### src/rtl/decode_queue.sv
// Purpose: instruction queue feeding a single-issue decoder with load-use hazard bubbles.
// Latency: an instruction pushed at edge E issues on the decode outputs after edge E+1 (empty queue, no stall/hazard).
// Backpressure: if_ready = !full with no same-cycle bypass; stall_in freezes the decode outputs and the queue head.
module decode_queue #(
  parameter int DEPTH = 4,
  parameter int CW    = $clog2(DEPTH) + 1
) (
  input  logic          clk,
  input  logic          reset,
  input  logic          if_valid,
  input  logic [0:31]   if_inst,
  output logic          if_ready,
  input  logic          stall_in,
  input  logic          flush,
  output logic          ID_valid,
  output logic [0:4]    ID_rD,
  output logic [0:4]    ID_rA,
  output logic [0:4]    ID_rB,
  output logic [0:2]    ID_ppp,
  output logic [0:1]    ID_WW,
  output logic [0:5]    ID_func,
  output logic [0:15]   ID_imm,
  output logic          ID_wrEn,
  output logic          ID_memEn,
  output logic          ID_memwrEn,
  output logic          ID_decode_ctrl_bez,
  output logic          ID_decode_ctrl_bnez,
  output logic          ID_illegal,
  output logic [CW-1:0] ID_count
);

  localparam int AW = $clog2(DEPTH);

  logic [0:31]   mem [DEPTH];
  logic [AW-1:0] wr_ptr;
  logic [AW-1:0] rd_ptr;
  logic [CW-1:0] count;
  logic          full;
  logic          empty;
  logic          push;
  logic          pop;
  logic          hazard;
  logic [0:31]   head;

  logic dec_wr, dec_mem, dec_memwr, dec_bez, dec_bnez, dec_legal;
  logic reads_a, reads_b, reads_d;

  assign full     = (count == CW'(DEPTH));
  assign empty    = (count == '0);
  assign if_ready = !full;
  assign ID_count = count;
  assign head     = mem[rd_ptr];

  // Decode the queue head: control bits plus which register fields it reads.
  always_comb begin
    dec_wr    = 1'b0;
    dec_mem   = 1'b0;
    dec_memwr = 1'b0;
    dec_bez   = 1'b0;
    dec_bnez  = 1'b0;
    dec_legal = 1'b1;
    reads_a   = 1'b0;
    reads_b   = 1'b0;
    reads_d   = 1'b0;
    case (head[0:5])
      6'b101010: begin dec_wr = 1'b1; reads_a = 1'b1; reads_b = 1'b1; end
      6'b100000: begin dec_wr = 1'b1; dec_mem = 1'b1; reads_a = 1'b1; end
      6'b100001: begin dec_mem = 1'b1; dec_memwr = 1'b1; reads_a = 1'b1; reads_d = 1'b1; end
      6'b100010: begin dec_bez = 1'b1; reads_d = 1'b1; end
      6'b100011: begin dec_bnez = 1'b1; reads_d = 1'b1; end
      6'b111100: dec_legal = 1'b1;
      default:   dec_legal = 1'b0;
    endcase
  end

  // A load on the outputs is identified by wrEn & memEn; r0 never creates a dependency.
  assign hazard = ID_valid && ID_wrEn && ID_memEn && (ID_rD != 5'd0) &&
                  ((reads_a && (head[11:15] == ID_rD)) ||
                   (reads_b && (head[16:20] == ID_rD)) ||
                   (reads_d && (head[6:10]  == ID_rD)));

  assign push = if_valid && !full && !flush;
  assign pop  = !flush && !stall_in && !empty && !hazard;

  // Instruction storage; contents beyond the live window are never read.
  always_ff @(posedge clk) begin
    if (push) mem[wr_ptr] <= if_inst;
  end

  // Queue pointers and occupancy; flush and reset both empty the queue.
  always_ff @(posedge clk) begin
    if (!reset || flush) begin
      wr_ptr <= '0;
      rd_ptr <= '0;
      count  <= '0;
    end else begin
      if (push) wr_ptr <= wr_ptr + AW'(1);
      if (pop)  rd_ptr <= rd_ptr + AW'(1);
      case ({push, pop})
        2'b10:   count <= count + CW'(1);
        2'b01:   count <= count - CW'(1);
        default: count <= count;
      endcase
    end
  end

  // Decode output register: issue on pop, bubble otherwise, freeze under stall.
  always_ff @(posedge clk) begin
    if (!reset) begin
      ID_valid            <= 1'b0;
      ID_rD               <= '0;
      ID_rA               <= '0;
      ID_rB               <= '0;
      ID_ppp              <= '0;
      ID_WW               <= '0;
      ID_func             <= '0;
      ID_imm              <= '0;
      ID_wrEn             <= 1'b0;
      ID_memEn            <= 1'b0;
      ID_memwrEn          <= 1'b0;
      ID_decode_ctrl_bez  <= 1'b0;
      ID_decode_ctrl_bnez <= 1'b0;
      ID_illegal          <= 1'b0;
    end else if (flush || (!stall_in && !pop)) begin
      ID_valid            <= 1'b0;
      ID_wrEn             <= 1'b0;
      ID_memEn            <= 1'b0;
      ID_memwrEn          <= 1'b0;
      ID_decode_ctrl_bez  <= 1'b0;
      ID_decode_ctrl_bnez <= 1'b0;
    end else if (pop) begin
      ID_valid            <= 1'b1;
      ID_rD               <= head[6:10];
      ID_rA               <= head[11:15];
      ID_rB               <= head[16:20];
      ID_ppp              <= head[21:23];
      ID_WW               <= head[24:25];
      ID_func             <= head[26:31];
      ID_imm              <= head[16:31];
      ID_wrEn             <= dec_wr;
      ID_memEn            <= dec_mem;
      ID_memwrEn          <= dec_memwr;
      ID_decode_ctrl_bez  <= dec_bez;
      ID_decode_ctrl_bnez <= dec_bnez;
      if (!dec_legal) ID_illegal <= 1'b1;
    end
  end

endmodule

### config.mk
export PLATFORM = sky130hd
export DESIGN_NAME = decode_queue
export DESIGN_NICKNAME = d
export VERILOG_FILES = /design/src/rtl/decode_queue.sv
export SDC_FILE = /design/constraint.sdc
export NUM_CORES = 1
export LEC_CHECK = 0
export CAP_MARGIN = 20
export CELL_PAD_IN_SITES_DETAIL_PLACEMENT = 1
export CELL_PAD_IN_SITES_GLOBAL_PLACEMENT = 1
export CORE_MARGIN = 1
export CORE_UTILIZATION = 49
export DETAILED_ROUTE_END_ITERATION = 12
export PLACE_DENSITY_LB_ADDON = 0.1
export SLEW_MARGIN = 5
export SYNTH_ARGS = -nofsm -noshare
export SYNTH_HDL_FRONTEND = slang
export SYNTH_SLANG_ARGS = --single-unit
### constraint.sdc
create_clock -name clk -period 9.8 [get_ports clk]
set_clock_uncertainty 0.1 [all_clocks]
set_input_delay 2.94 -clock clk [delete_from_list [all_inputs] [get_ports clk]]
set_output_delay 2.94 -clock clk [all_outputs]
set_load 0.005 [all_outputs]
== Word-level counts from Yosys, hierarchy flattened ==
Memory sizes are Yosys's and may differ from the RTL's. A register that Yosys moved wholly into a read port is not among the register bits.
Index checks and enable logic that the tools add are counted.
Word-level totals
  register bits: 56
  bits in writable memories: 128
  bits of input ports: 37
  output and inout bits: 53
  logic and storage cells: 86
  memories: 1
Cells by class
  add/subtract/negate cells: 4
  eq/ne operators: 12
  mux-type cells: 14
  bitwise logic cells: 3
  reduce and logical (&&, ||, !) cells: 35
Memories
  mem: depth 4, bits a word 32, rd ports 1, clocked after memory_dff 1, wr ports 1, RTL line 34  | logic [0:31] mem [DEPTH];
Operators by type and width (number)
  $eq A6 B6 Y1 const B: 6
  $eq A5 B5 Y1: 3
  $logic_and A1 B1 Y1: 13
  $mux W1: 11
  $logic_not A1 Y1: 7
  $pmux W3 S2: 1
  $reduce_or A2 Y1: 3
  $reduce_or A3 Y1: 2
  $reduce_or A6 Y1: 1
  $reduce_bool A5 Y1: 1
  $add A2 B1 Y2 const B: 2
  $logic_or A1 B1 Y1: 4
  $mux W2: 2
  $add A3 B1 Y3 const B: 1
  $eq A3 B3 Y1 const B: 1
  $logic_not A3 Y1: 1
  $not A1 Y1: 3
  $reduce_and A3 Y1: 1
  $sub A3 B1 Y3 const B: 1
  $eq A2 B1 Y1 const B: 1
  $eq A2 B2 Y1 const B: 1
  $reduce_and A2 Y1: 1
  $reduce_bool A2 Y1: 1

== Longest topological paths before layout ==
Gate-level depths: netlist of run 1.
  depth after elaboration: 14
  gate-level depth with buffers: 16

== Worst setup path after synthesis of run 1 ==
No wires, ideal clock.
  kind: input port to flip-flop
  from: input port stall_in
  to: register count[2] (netlist: ID_count[2])
  setup time: 70 ps
  arrival time: 4882 ps
  data required time: 9630 ps
  slack: 4747 ps
  stages on the path: 10
  buffers on the path: 1
  path through: nor3_1 -> nand3_4 -> inv_4 -> buf_6 -> ha_1 -> inv_1 -> fa_1 -> xor2_1 -> or3_1 -> a21oi_1
Between the ends
  cells in the longest elaborated chain, start to end: 6
  elaborated cells on any way between the ends: 8
Ends and longest elaborated chain
  start: declaration: RTL line 13  | input logic stall_in,
  $logic_not A1 Y1 (*): RTL line 83  | assign pop = !flush && !stall_in && !empty && !hazard;
  $logic_and A1 B1 Y1 (*) (3 in series): RTL line 83
  via pop: RTL line 41  | logic pop;
  $eq A2 B1 Y1 or $eq A2 B2 Y1 (tied branches): RTL line 99  | case ({push, pop})
  $pmux W3 S2 or $reduce_bool A2 Y1 (tied branches)
  end signal: assignment: RTL line 100  | 2'b10: count <= count + CW'(1);
  end signal: assignment: RTL line 101  | 2'b01: count <= count - CW'(1);
  end signal: assignment: RTL line 102  | default: count <= count;
  end: declaration: RTL line 37  | logic [CW-1:0] count;
The timed path passes the listed nets; every way through them passes the cells marked *.
A chain may end at the register's enable or synchronous reset.

== Worst setup path after layout of run 1 ==
  from: input port flush
  to: register count[2] (netlist: ID_count[2])
Between the ends
  cells in the longest elaborated chain, start to end: 6
  elaborated cells on any way between the ends: 10
Ends and longest elaborated chain
  start: declaration: RTL line 14  | input logic flush,
  $logic_not A1 Y1: RTL line 82, 83
  $logic_and A1 B1 Y1 (3 in series): RTL line 83
  $eq A2 B1 Y1 or $eq A2 B2 Y1 (tied branches): RTL line 99
  $pmux W3 S2 or $reduce_bool A2 Y1 (tied branches)
Parallel ways exist; a longest one is shown, timed or not.

==> impl_metrics.json, run 1 <==
{
  "worst-r2r-setup-slack_ns": 5.19,
  "endpoint_kind": "flip-flop",
  "yosysSeqAreaShare": 0.688,
  "period_needed_ns": 5.65,
  "pwr-share-clk": 0.446,
  "areaGrowthSynthToFinish_pct": 22.4,
  "dieArea_um2": 14400,
  "dr.pass1.iters": 4,
  "tightest_slew_ns": 0.874,
  "slew_headroom": 0.416,
  "nFillCells": 1222,
  "p_comb_frac": 0.042,
  "first_iter_violations": 191,
  "ant_nets": 0,
  "place.gp.congestion": 0.708,
  "fp-row-count": 42,
  "setup_viol": 0,
  "synthesis.nets": 467,
  "cts-resized-gates": 0,
  "grt_usage": 0.215,
  "via_count": 3807,
  "numCtsBuffers": 17,
  "crit_fanout": 22,
  "cts_root_buf": "clkbuf_16",
  "place_area_um2": 7710,
  "wirelength_um": 14300,
  "internal_power_uw": 1240,
  "clock_latency_ns": 0.42,
  "swShare": 0.195,
  "tns_ns": 0,
  "fin_area_um2": 8340,
  "power_density_nw_per_um2": 185,
  "criticalPathCategory": "in2reg",
  "p_leak_uw": 0.00275,
  "clk_path_buf_depth": 2,
  "die_h_um": 120,
  "io_pins": 90,
  "ys_ff_latch": 170,
  "final_max_slew_viol_count": 0,
  "antenna_cells": 0,
  "ys_warn_count": 0,
  "synth.distinct_cells": 40,
  "finalHoldViolCount": 0,
  "cts_setup_buffers": 0,
  "grt_max_degree": 62,
  "grt.overflow.total": 0,
  "switching_power_uw": 301,
  "clk_pin_slew_ns": 0.06,
  "status": "finished, final reports clean",
  "cts_tree": "yes",
  "cp.arrival_ns": 5.90,
  "drive_above_1_share": 0.144,
  "post_drt_wl_per_cell_um": 20.8,
  "nets": 543,
  "numPortBuffers": 89,
  "rsz0062_at_grt": "false",
  "synthCells": 424,
  "cts_hold_buf": 0,
  "fmax_ghz": 0.177,
  "pwr-share-seq": 0.512,
  "die_w_um": 120,
  "fin_crit_sh": 0.576,
  "cts.sinks": 170,
  "cap_violations": 0,
  "worst-endpoint-required_ns": 10.06,
  "peakVddDrop_uv": 111,
  "via_per_inst": 5.53,
  "utilization": 0.622,
  "grt_antenna_before_repair": 0,
  "drcViolationCount": 0,
  "htreeDepth": 4,
  "place_hpwl_um": 8990,
  "coreArea_um2": 13400,
  "start_util": 0.508,
  "netlist_area_um2": 6810,
  "grt_pass1_vias": 3979,
  "crit_path_start_kind": "primary input",
  "hold_class": "reg2reg",
  "grt_pass1_wl_um": 22300,
  "syn_avg_cell_area_um2": 16.1
}
layout by cell type (no fill, tap or decap), types with 4 or more instances in the layout:
master,netlist,final
nor3_1,4,4
mux2i_1,28,28
o21ai_0,7,7
nor2_1,10,10
a21oi_1,4,4
clkdlybuf4s50_1,0,88
ha_1,5,5
clkinv_2,0,5
inv_1,7,7
mux4_2,32,32
nand4_1,4,4
edfxtp_1,128,128
dfxtp_1,42,41
bufinv_16,0,4
xnor2_1,13,13
nand3_1,9,9
xor2_1,6,6
nand2_1,62,62
clkbuf_16,0,17
and2_1,5,5
buf_4,17,6
logic make-up after synthesis:
family	synth area share
buf+inv	0.0432
xor+xnor	0.0244
fa+ha+maj	0.0121
flops	0.688
mux	0.147
compound gates	0.0182
simple gates	0.0676
synth_stat cells (all sizes together):
library cell,instances,area (µm²)
o21ai,7,35.0
nor3,5,30.0
a21oi,4,20.0
a22o,1,8.76
xnor2,13,114
nand4,4,25.0
nand4b,1,8.76
and2,5,31.3
mux2i,28,280
xor2,6,52.6
a32o,1,10.0
nor2,10,37.5
nor2b,1,6.26
nand3,10,62.6
or3,1,6.26
o22ai,1,6.26
nand2,62,233
nand3b,1,7.51
dfxtp,42,841
nand2b,2,12.5
o211a,1,10.0
ha,5,62.6
a211o,1,8.76
a41oi,1,8.76
o31ai,1,7.51
fa,1,20.0
clkinv,1,3.75
edfxtp,128,3840
mux4,32,721
a31o,1,8.76
clkbuf,12,45.0
inv,8,32.5
buf,27,213
registers in the layout, summed over array words and instances (netlist names), 2 cells and up, named ones only:
signal,count
ID_ppp,2
mem,128
ID_rB,5
ID_func,5
wr_ptr,2
ID_rA,5
ID_imm,3
ID_count,3
ID_rD,5
rd_ptr,2
power groups by stage:
stage	combinational [µW]	clock [µW]	sequential, µW
2_1_floorplan	32.3	0	803
3_3_place_gp	61.8	0	804
3_5_place_dp	64.6	0	805
4_1_cts	65.3	699	790
5_1_grt	70.9	722	790
6_report	65.2	687	790
cell type report:
type	instances	area [µm²]	area share
well taps	176	220	0.0264
multi-input cells	206	1830	0.220
clock inverters	13	176	0.0212
inverters	9	36.3	0.00435
clock buffers	19	433	0.0519
flip-flops and latches	170	4690	0.562
repair buffers	96	951	0.114
worst max-delay path: stages:
cell and delay [ns]:
clkdlybuf4s50_1 0.46, nor3_1 0.39, nand3_4 0.35, inv_4 0.41
ha_1 0.26, inv_1 0.06, fa_1 0.38, xor2_1 0.17
or3_1 0.32, a21oi_1 0.14
path summary, 6_finish.rpt:
kind                    startpoint                       end  depth (start not counted)
max reg2reg              flip-flop  ID_count[2]$_SDFFE_PP0P_                         13
max                          flush  ID_count[2]$_SDFFE_PP0P_                         10
min          ID_rA[2]$_SDFFE_PN0P_     ID_rA[2]$_SDFFE_PN0P_                          2
min reg2reg  ID_rA[2]$_SDFFE_PN0P_     ID_rA[2]$_SDFFE_PN0P_                          2
per-stage QoR:
stage | worst slack (ns) | cells | total power (µW) | hold slack (ns)
floorplan | 4.75 | 424 | 836 | 0.349
global placement | 3.83 | 656 | 866 | 0.354
detailed placement | 3.71 | 656 | 870 | 0.357
CTS | 4.14 | 688 | 1550 | 0.365
global route | 3.96 | 689 | 1580 | 0.385
finish | 4.15 | 689 | 1540 | 0.359
per-layer routing:
metal | up-vias | wire [µm] | share of wire | track usage
met4 | 0 | 240 | 0.017 | 0.0789
met1 | 1980 | 6050 | 0.42 | 0.273
met5 | - | 0 | 0 | 0
li1 | 1711 | - | - | -
met3 | 21 | 576 | 0.040 | 0.0456
met2 | 95 | 7430 | 0.52 | 0.364
Power figures use the tool's default switching activity.
==> inputs of run 2 (changes only) <==
- CORE_UTILIZATION: 49 -> 41
- clock period: 9.8 -> 4.6 ns (I/O delays scaled with it)
==> impl_metrics.json, run 2 (synthesis gave the netlist of run 1 again) <==
{
  "cts-resized-gates": 0,
  "grt_usage": 0.187,
  "drcViolationCount": 0,
  "io_pins": 90,
  "numPortBuffers": 89,
  "cts_hold_buf": 0,
  "grt_antenna_before_repair": 0,
  "via_per_inst": 5.04,
  "cts_setup_buffers": 0,
  "largest_register": "mem",
  "grt.overflow.total": 0,
  "finalHoldViolCount": 0,
  "grt_pass1_wl_um": 22600,
  "antenna_cells": 0,
  "ant_nets": 0,
  "multi_input_area_um2": 1830,
  "criticalPathCategory": "reg2reg",
  "die_h_um": 131,
  "slew_headroom": 0.449,
  "crit_chain": "buf_4, mux4_2, xor2_1, nor3_2, nand3_1, a211o_1, nand3_4, inv_4, ha_1, inv_1, fa_1, xor2_1, or3_1, a21oi_1",
  "place_hpwl_um": 9290,
  "crit_fanout": 19,
  "areaGrowthSynthToFinish_pct": 23.0,
  "start_util": 0.424,
  "hold_class": "reg2reg",
  "tns_ns": 0,
  "crit_path_top_delay_cell": "mux4_2",
  "worst-endpoint-required_ns": 4.85,
  "nets": 548,
  "power_density_nw_per_um2": 384,
  "dr.pass1.iters": 4,
  "rsz0062_at_grt": "false",
  "crit_path_start_kind": "flip-flop",
  "final_common_cell": "edfxtp_1",
  "grt_max_degree": 39,
  "setup_viol": 0,
  "numCtsBuffers": 17,
  "die_w_um": 131,
  "final_max_slew_viol_count": 0,
  "crit_buf_inv": 3,
  "status": "finished, final reports clean",
  "htreeDepth": 4,
  "seqCellArea_um2": 4690,
  "dieArea_um2": 17100,
  "cts_tree": "yes",
  "coreArea_um2": 16100,
  "peakVddDrop_uv": 229,
  "clk_pin_slew_ns": 0.06,
  "fmax_ghz": 0.285,
  "cts_root_buf": "clkbuf_16",
  "endpoint_kind": "flip-flop",
  "nFillCells": 1531,
  "tightest_slew_ns": 0.827,
  "via_count": 3700,
  "fp-row-count": 46,
  "post_drt_wl_per_cell_um": 19.7,
  "drive_above_1_share": 0.153,
  "fin_crit_sh": 0.762,
  "period_needed_ns": 3.50,
  "cap_violations": 0,
  "cp.arrival_ns": 3.75,
  "max_stage_delay_ns": 0.61,
  "layout_common_cells": "edfxtp_1, clkdlybuf4s50_1, nand2_1",
  "cpLargestDelayFamily": "multiplexers",
  "p_leak_uw": 0.00274,
  "first_iter_violations": 150,
  "place_area_um2": 7800,
  "largest_reg_flops": 128,
  "fin_area_um2": 8380,
  "clock_latency_ns": 0.42,
  "cts.sinks": 170,
  "clk_path_buf_depth": 2,
  "place.gp.congestion": 0.762,
  "grt_pass1_vias": 4013,
  "crit_top_cell": "xor2_1",
  "wirelength_um": 14400
}
run 2: changes by cell type in the layout (fill, tap and decap cells not counted):
cell        delta
buf_4          +6
clkinv_2       -4
clkinvlp_4     +3
bufinv_16      -2
inv_6          +2
buf_12         -1
clkinv_4       +1
run 2: stage by stage:
stage / hold WS, ns / total power, µW / cells / setup slack (ns) / util
floorplan: 0.349 / 1780 / 424 / 1.11 / -
global placement: 0.346 / 1850 / 702 / 0.834 / 0.486
detailed placement: 0.355 / 1850 / 702 / 0.765 / 0.486
CTS: 0.366 / 3260 / 734 / 1.04 / 0.522
global route: 0.391 / 3320 / 734 / 0.867 / 0.522
finish: 0.359 / 3210 / 734 / 1.10 / 0.522
run 2: area by class of cell:
type,count,area share
Sequential cell,170,0.559
Clock inverter,13,0.0173
Multi-Input combinational cell,206,0.219
Clock buffer,19,0.0517
Timing Repair Buffer,101,0.116
Inverter,9,0.00433
Tap cell,216,0.0322
run 2: path summary, 6_finish.rpt:
check,from,endpoint,slack (ns),cells after the start
max reg2reg,flip-flop,ID_count[2]$_SDFFE_PP0P_,1.10,14
min,ID_rA[4]$_SDFFE_PN0P_,ID_rA[4]$_SDFFE_PN0P_,0.36,2
min reg2reg,ID_rA[4]$_SDFFE_PN0P_,ID_rA[4]$_SDFFE_PN0P_,0.36,2
max,flip-flop,ID_count[2]$_SDFFE_PP0P_,1.10,14
run 2: layer usage:
| layer | routed length [µm] | GRT usage | vias to the layer above |
|---|---|---|---|
| li1 | - | - | 1722 |
| met1 | 6610 | 0.240 | 1883 |
| met2 | 7110 | 0.310 | 80 |
| met3 | 527 | 0.0428 | 15 |
| met4 | 188 | 0.0696 | 0 |
| met5 | 0 | 0 | - |
run 2: tightest hold or removal path: stages, from the launching register on:
cell and delay (ns):
dfxtp_1 0.31, nand2_1 0.05, mux2i_1 0.05
run 2: power breakdown:
| group | leakage [µW] | internal [µW] | switching [µW] |
|---|---|---|---|
| logic | 0.000976 | 67.2 | 71.4 |
| clock network | 0.000262 | 803 | 592 |
| registers | 0.00150 | 1670 | 8.46 |
==> RTL edit 1: new RTL, config.mk and constraints of run 2 <==
The parameter `DEPTH` goes from 4 to 16.
--- a/src/rtl/decode_queue.sv
+++ b/src/rtl/decode_queue.sv
@@ -3,5 +3,5 @@
 // Backpressure: if_ready = !full with no same-cycle bypass; stall_in freezes the decode outputs and the queue head.
 module decode_queue #(
-  parameter int DEPTH = 4,
+  parameter int DEPTH = 16,
   parameter int CW    = $clog2(DEPTH) + 1
 ) (
Interface: changed (resized ID_count); port bits go from 90 to 92. The function was not compared with the original's and may differ.
==> RTL edit 1 against run 2 <==
First-iteration DRC count rose to 5.5 times the old value. Wire length rose to 3.9 times the old value. Final area increased to 3.2 times the old value. Synthesized area increased to 3.2 times the old value. Worst setup slack worse by 0.87 ns. Power rose to 3.3 times the old value. Utilization fell by 2.3 points. Sequential share of layout area grew 6.2 points. Sequential cell count is 392 higher. Critical endpoint is now ID_count[4]$_SDFFE_PP0P_. Highest routed layer is now met5.
==> RTL edit 1: results (changes against run 2) <==
met1 Track Usage GR=30.3% (was 24.0%); M1 wire length=26100 um (was 6610 um); CP max FO=18 (was 19); Post-synth top cells=512 x edfxtp_1, 135 x mux4_2, 57 x nand2_1 (was 128 x edfxtp_1, 62 x nand2_1, 42 x dfxtp_1); layout cells sized above 1=26.9% (was 15.3%); Post-synth EDFFs=512 (was 128); register area share after synthesis=74.0% (was 68.8%); max reg flops=512 (was 128); post-synth cell types=50 (was 40); Area contributors post-synth=edfxtp_1 70%, mux4_2 14%, dfxtp_1 4.5% (was edfxtp_1 56%, dfxtp_1 12%, mux4_2 11%); post-synthesis xor/xnor area fraction=1.11% (was 2.44%); number of global-route vias before repair=11700 (was 4013); GR Util All Layers=20.9% (was 18.7%); P_sw=0.00215 W (was 0.000672 W); PortBufs=91 (was 89); Synth Instances=1121 (was 424); H-tree Lvls=2 (was 4); outcome=finished, final reports clean (unchanged); Sw Share=20.0% (was 20.9%); CLK BUF=72 (was 19); post-place setup slack=0.0464 ns (was 0.765 ns); register area=0.0164 mm^2 (was 0.00469 mm^2); cts bufs inserted=59 (was 17); Plain + repair buffers=182 (was 101); first-pass GRT wire length=81100 um (was 22600 um); area share of buffers outside the clock network=6.84% (was 11.6%); met3 GRT Util=3.50% (was 4.28%); HPWL after detailed placement=32700 um (was 9290 um); mux contribution to synthesized area=15.5% (was 14.7%); largest net degree at the start of global routing=61 (was 39); FP Rows=84 (was 46); layout net count=1329 (was 548); final non-filler cell total=2020 (was 734); CP arrival=4.74 ns (was 3.75 ns); post-synthesis adder-cell area fraction=0.453% (was 1.21%); fill count=4817 (was 1531); placed cell count=1898 (was 702); Slew HR=46.9% (was 44.9%); clock buffer depth=3 (was 2); P_comb=0.000331 W (was 0.000139 W); ClkCell Share=7.37% (was 6.90%); initial antenna violation count=1 (was 0); Routed wire per std cell=27.8 um (was 19.7 um); Top Layer Used=met5 (was met4); global routing usage on met2=33.4% (was 31.0%); Peak supply drop=267 uV (was 229 uV); metal3 WL=2360 um (was 527 um); multi-input gate share of total cell area=20.3% (was 21.9%); area of the multi-input gates=0.00537 mm^2 (was 0.00183 mm^2); placer congestion estimate=0.728 (was 0.762)
-- RTL edit 1: worst max-delay path, delay by kind of cell (launching register included) --
| family | cells | cell delay, ns |
|---|---|---|
| buf+inv | 2 | 0.27 |
| fa+ha+maj | 2 | 0.41 |
| simple gates | 6 | 1.25 |
| mux | 1 | 0.54 |
| xor+xnor | 1 | 0.15 |
| compound gates | 7 | 1.09 |
| flops | 1 | 0.40 |
-- RTL edit 1: path summary, 6_finish.rpt --
kind                            slack, ns             startpoint  cells after the start                  endpoint
worst min register to register       0.36  ID_rA[0]$_SDFFE_PN0P_                      2     ID_rA[0]$_SDFFE_PN0P_
worst min-delay path                 0.36  ID_rA[0]$_SDFFE_PN0P_                      2     ID_rA[0]$_SDFFE_PN0P_
worst max-delay path                 0.23               register                     19  ID_count[4]$_SDFFE_PP0P_
worst max register to register       0.23               register                     19  ID_count[4]$_SDFFE_PP0P_
==> RTL edit 2: new RTL, flow settings as in run 2 <==
Without the edit above. Make the reset (`reset`) asynchronous in one clocked block.
--- a/src/rtl/decode_queue.sv
+++ b/src/rtl/decode_queue.sv
@@ -106,5 +106,5 @@
 
   // Decode output register: issue on pop, bubble otherwise, freeze under stall.
-  always_ff @(posedge clk) begin
+  always_ff @(posedge clk or negedge reset) begin
     if (!reset) begin
       ID_valid            <= 1'b0;
Formal check against the unedited RTL: differs if reset is asserted again (counterexample within 4 cycles, from zero or initial values and one cycle with reset low); with reset held inactive, the same outputs for 4 cycles.
==> RTL edit 2 against run 2 <==
Global-route usage decreased by 1.7 points. Largest cell class unchanged. Synthesized area grew 1.4%. Worst setup slack worse by 0.26 ns. Final cell count fell by 7.2%. Via count shrank 6.8%. Wire length down 6.0%. Final area grew 1.9%. Die area is 1.4% higher. Sequential cell count unchanged. Critical endpoint unchanged.
Power is not compared: it rests on default switching activity, and its combinational part moved more than twofold at a synthesized area within 25%.
==> RTL edit 2: results (changes against run 2) <==
outcome=finished, final reports clean (unchanged); placer congestion estimate=0.708 (was 0.762); R2R depth=14 (unchanged); max reg flops=128 (unchanged); first-pass GRT wire length=21400 um (was 22600 um); placed cell count=649 (was 702); PortBufs=89 (unchanged); RR Endpoint=ID_count[2]$_SDFFE_PP0P_ (unchanged); post-synth cell types=48 (was 40); CP max FO=6 (was 19); layout cells sized above 1=19.7% (was 15.3%); number of global-route vias before repair=3707 (was 4013); P_sw=0.000786 W; register area share after synthesis=70.2% (was 68.8%); R2R setup slack=0.85 ns (was 1.10 ns); drt total wl=13600 um (was 14400 um); syn avg cell area=19.3 um^2 (was 16.1 um^2); H-tree Lvls=4 (unchanged); asr flop ratio synth=19.4% (was 0%); largest net degree at the start of global routing=35 (was 39); hold_ws=0.377 ns (was 0.359 ns); clock buffer depth=2 (unchanged); Peak supply drop=271 uV; cts bufs inserted=17 (unchanged); GR Util All Layers=16.9% (was 18.7%); Largest Register=mem (unchanged); Top delay family on crit path=simple AND/OR/NAND/NOR gates (was multiplexers); Slew HR=61.1% (was 44.9%); Synthesized Nets=401 (was 467); final non-filler cell total=681 (was 734); Clock Root Buffer=clkbuf_16 (unchanged); Post-synth EDFFs=128 (unchanged); Critical-path top delay cell=clkdlybuf4s50_1 (was mux4_2); CP max stage delay=0.47 ns (was 0.61 ns); hold_sp=ID_decode_ctrl_bnez$_DFFE_PN0P_ (was ID_rA[4]$_SDFFE_PN0P_); Worst Hold Class=register to register (unchanged); HPWL after detailed placement=8400 um (was 9290 um); vias post-DR=3448 (was 3700); ANT cells=0 (unchanged); Area contributors post-synth=edfxtp_1 56%, dfrtp_1 12%, mux4_2 7.5% (was edfxtp_1 56%, dfxtp_1 12%, mux4_2 11%); initial DRC count=128 (was 150); most common flop cell mapped by yosys=edfxtp_1 (unchanged); post-place setup slack=0.404 ns (was 0.765 ns); latest clock arrival within the worst-skew pair=0.41 ns; Hold Crit Depth=2 (unchanged); initial antenna violation count=0 (unchanged); Hold Crit Endpoint=ID_decode_ctrl_bnez$_DFFE_PN0P_ (was ID_rA[4]$_SDFFE_PN0P_); clock slew at reported path FFs=0.06 ns (about the same); Post-synth top cells=128 x edfxtp_1, 33 x dfrtp_1, 23 x mux4_2 (was 128 x edfxtp_1, 62 x nand2_1, 42 x dfxtp_1); Pleak=2.98 nW; CP arrival=4.00 ns (was 3.75 ns); CTS resizes=0 (unchanged); postcts setup bufs=0 (unchanged); layout net count=491 (was 548); Final Cell Area=0.00854 mm^2 (was 0.00838 mm^2); fill count=1518 (was 1531); 1st-pass router iterations=4 (unchanged); Area after DPL=0.00790 mm^2 (was 0.00780 mm^2)
==> RTL edit 2: cell count changes in the layout (fill, tap and decap cells not counted), sizes merged, moves of 3 or more <==
cell      before  now
nand2         62   11
mux2i         28    0
nand3         10    6
mux2           0   26
dfxtp         42    9
a21oi          4    8
clkbuf        19   24
bufinv         2    5
dfrtp          0   33
clkinvlp       6    0
==> RTL edit 2: cell families after synthesis <==
| family | after synthesis | share of synthesized area (%) |
|---|---|---|
| flops | 170 | 70.2 |
| mux | 58 | 16.3 |
| simple gates | 47 | 3.51 |
| buf+inv | 36 | 4.24 |
| compound gates | 22 | 2.17 |
| xor+xnor | 19 | 2.41 |
| fa+ha+maj | 6 | 1.20 |
==> RTL edit 2: how the worst max path moves through the flow <==
stage,startpoint,to,slack (ns),cells past startpoint
2_1_floorplan,stall_in,ID_count[2]$_SDFFE_PP0P_,0.95,12
3_3_place_gp,flush,ID_count[2]$_SDFFE_PP0P_,0.50,11
3_5_place_dp,flush,ID_count[2]$_SDFFE_PP0P_,0.40,11
4_1_cts,register,ID_count[2]$_SDFFE_PP0P_,0.82,14
5_1_grt,register,ID_count[2]$_SDFFE_PP0P_,0.62,14
6_report,flush,ID_count[2]$_SDFFE_PP0P_,0.84,11
==> RTL edit 2: worst reg2reg max path: cells and delay by family, from the launching register on <==
family | cells | cell delay, ns
compound gates | 3 | 0.45
xor+xnor | 2 | 0.32
fa+ha+maj | 2 | 0.55
buf+inv | 3 | 0.38
flops | 1 | 0.48
mux | 1 | 0.66
simple gates | 3 | 0.74
==> RTL edit 2: layout make-up <==
| cell class | instances | area (um^2) | area share (%) |
|---|---|---|---|
| Sequential cell | 170 | 4850 | 56.8 |
| Multi-Input combinational cell | 152 | 1770 | 20.7 |
| Timing Repair Buffer | 99 | 973 | 11.4 |
| Clock buffer | 24 | 472 | 5.52 |
| Tap cell | 220 | 275 | 3.22 |
| Clock inverter | 8 | 168 | 1.96 |
| Inverter | 8 | 30.0 | 0.352 |
==> RTL edit 2: metal layers <==
metal | track usage (%) | routed length, um | vias up
met3 | 4.38 | 499 | 10
met1 | 22.2 | 6100 | 1808
met2 | 27.7 | 6830 | 75
li1 | - | - | 1555
met4 | 5.43 | 133 | 0
met5 | 0 | 0 | -
==> RTL edit 2: power groups by stage <==
stage          combinational (W)  clock (W)  sequential, W
2_1_floorplan           0.000240          0        0.00185
3_3_place_gp            0.000484          0        0.00186
3_5_place_dp            0.000490          0        0.00187
4_1_cts                 0.000493    0.00158        0.00183
5_1_grt                 0.000526    0.00164        0.00184
6_report                0.000485    0.00155        0.00183
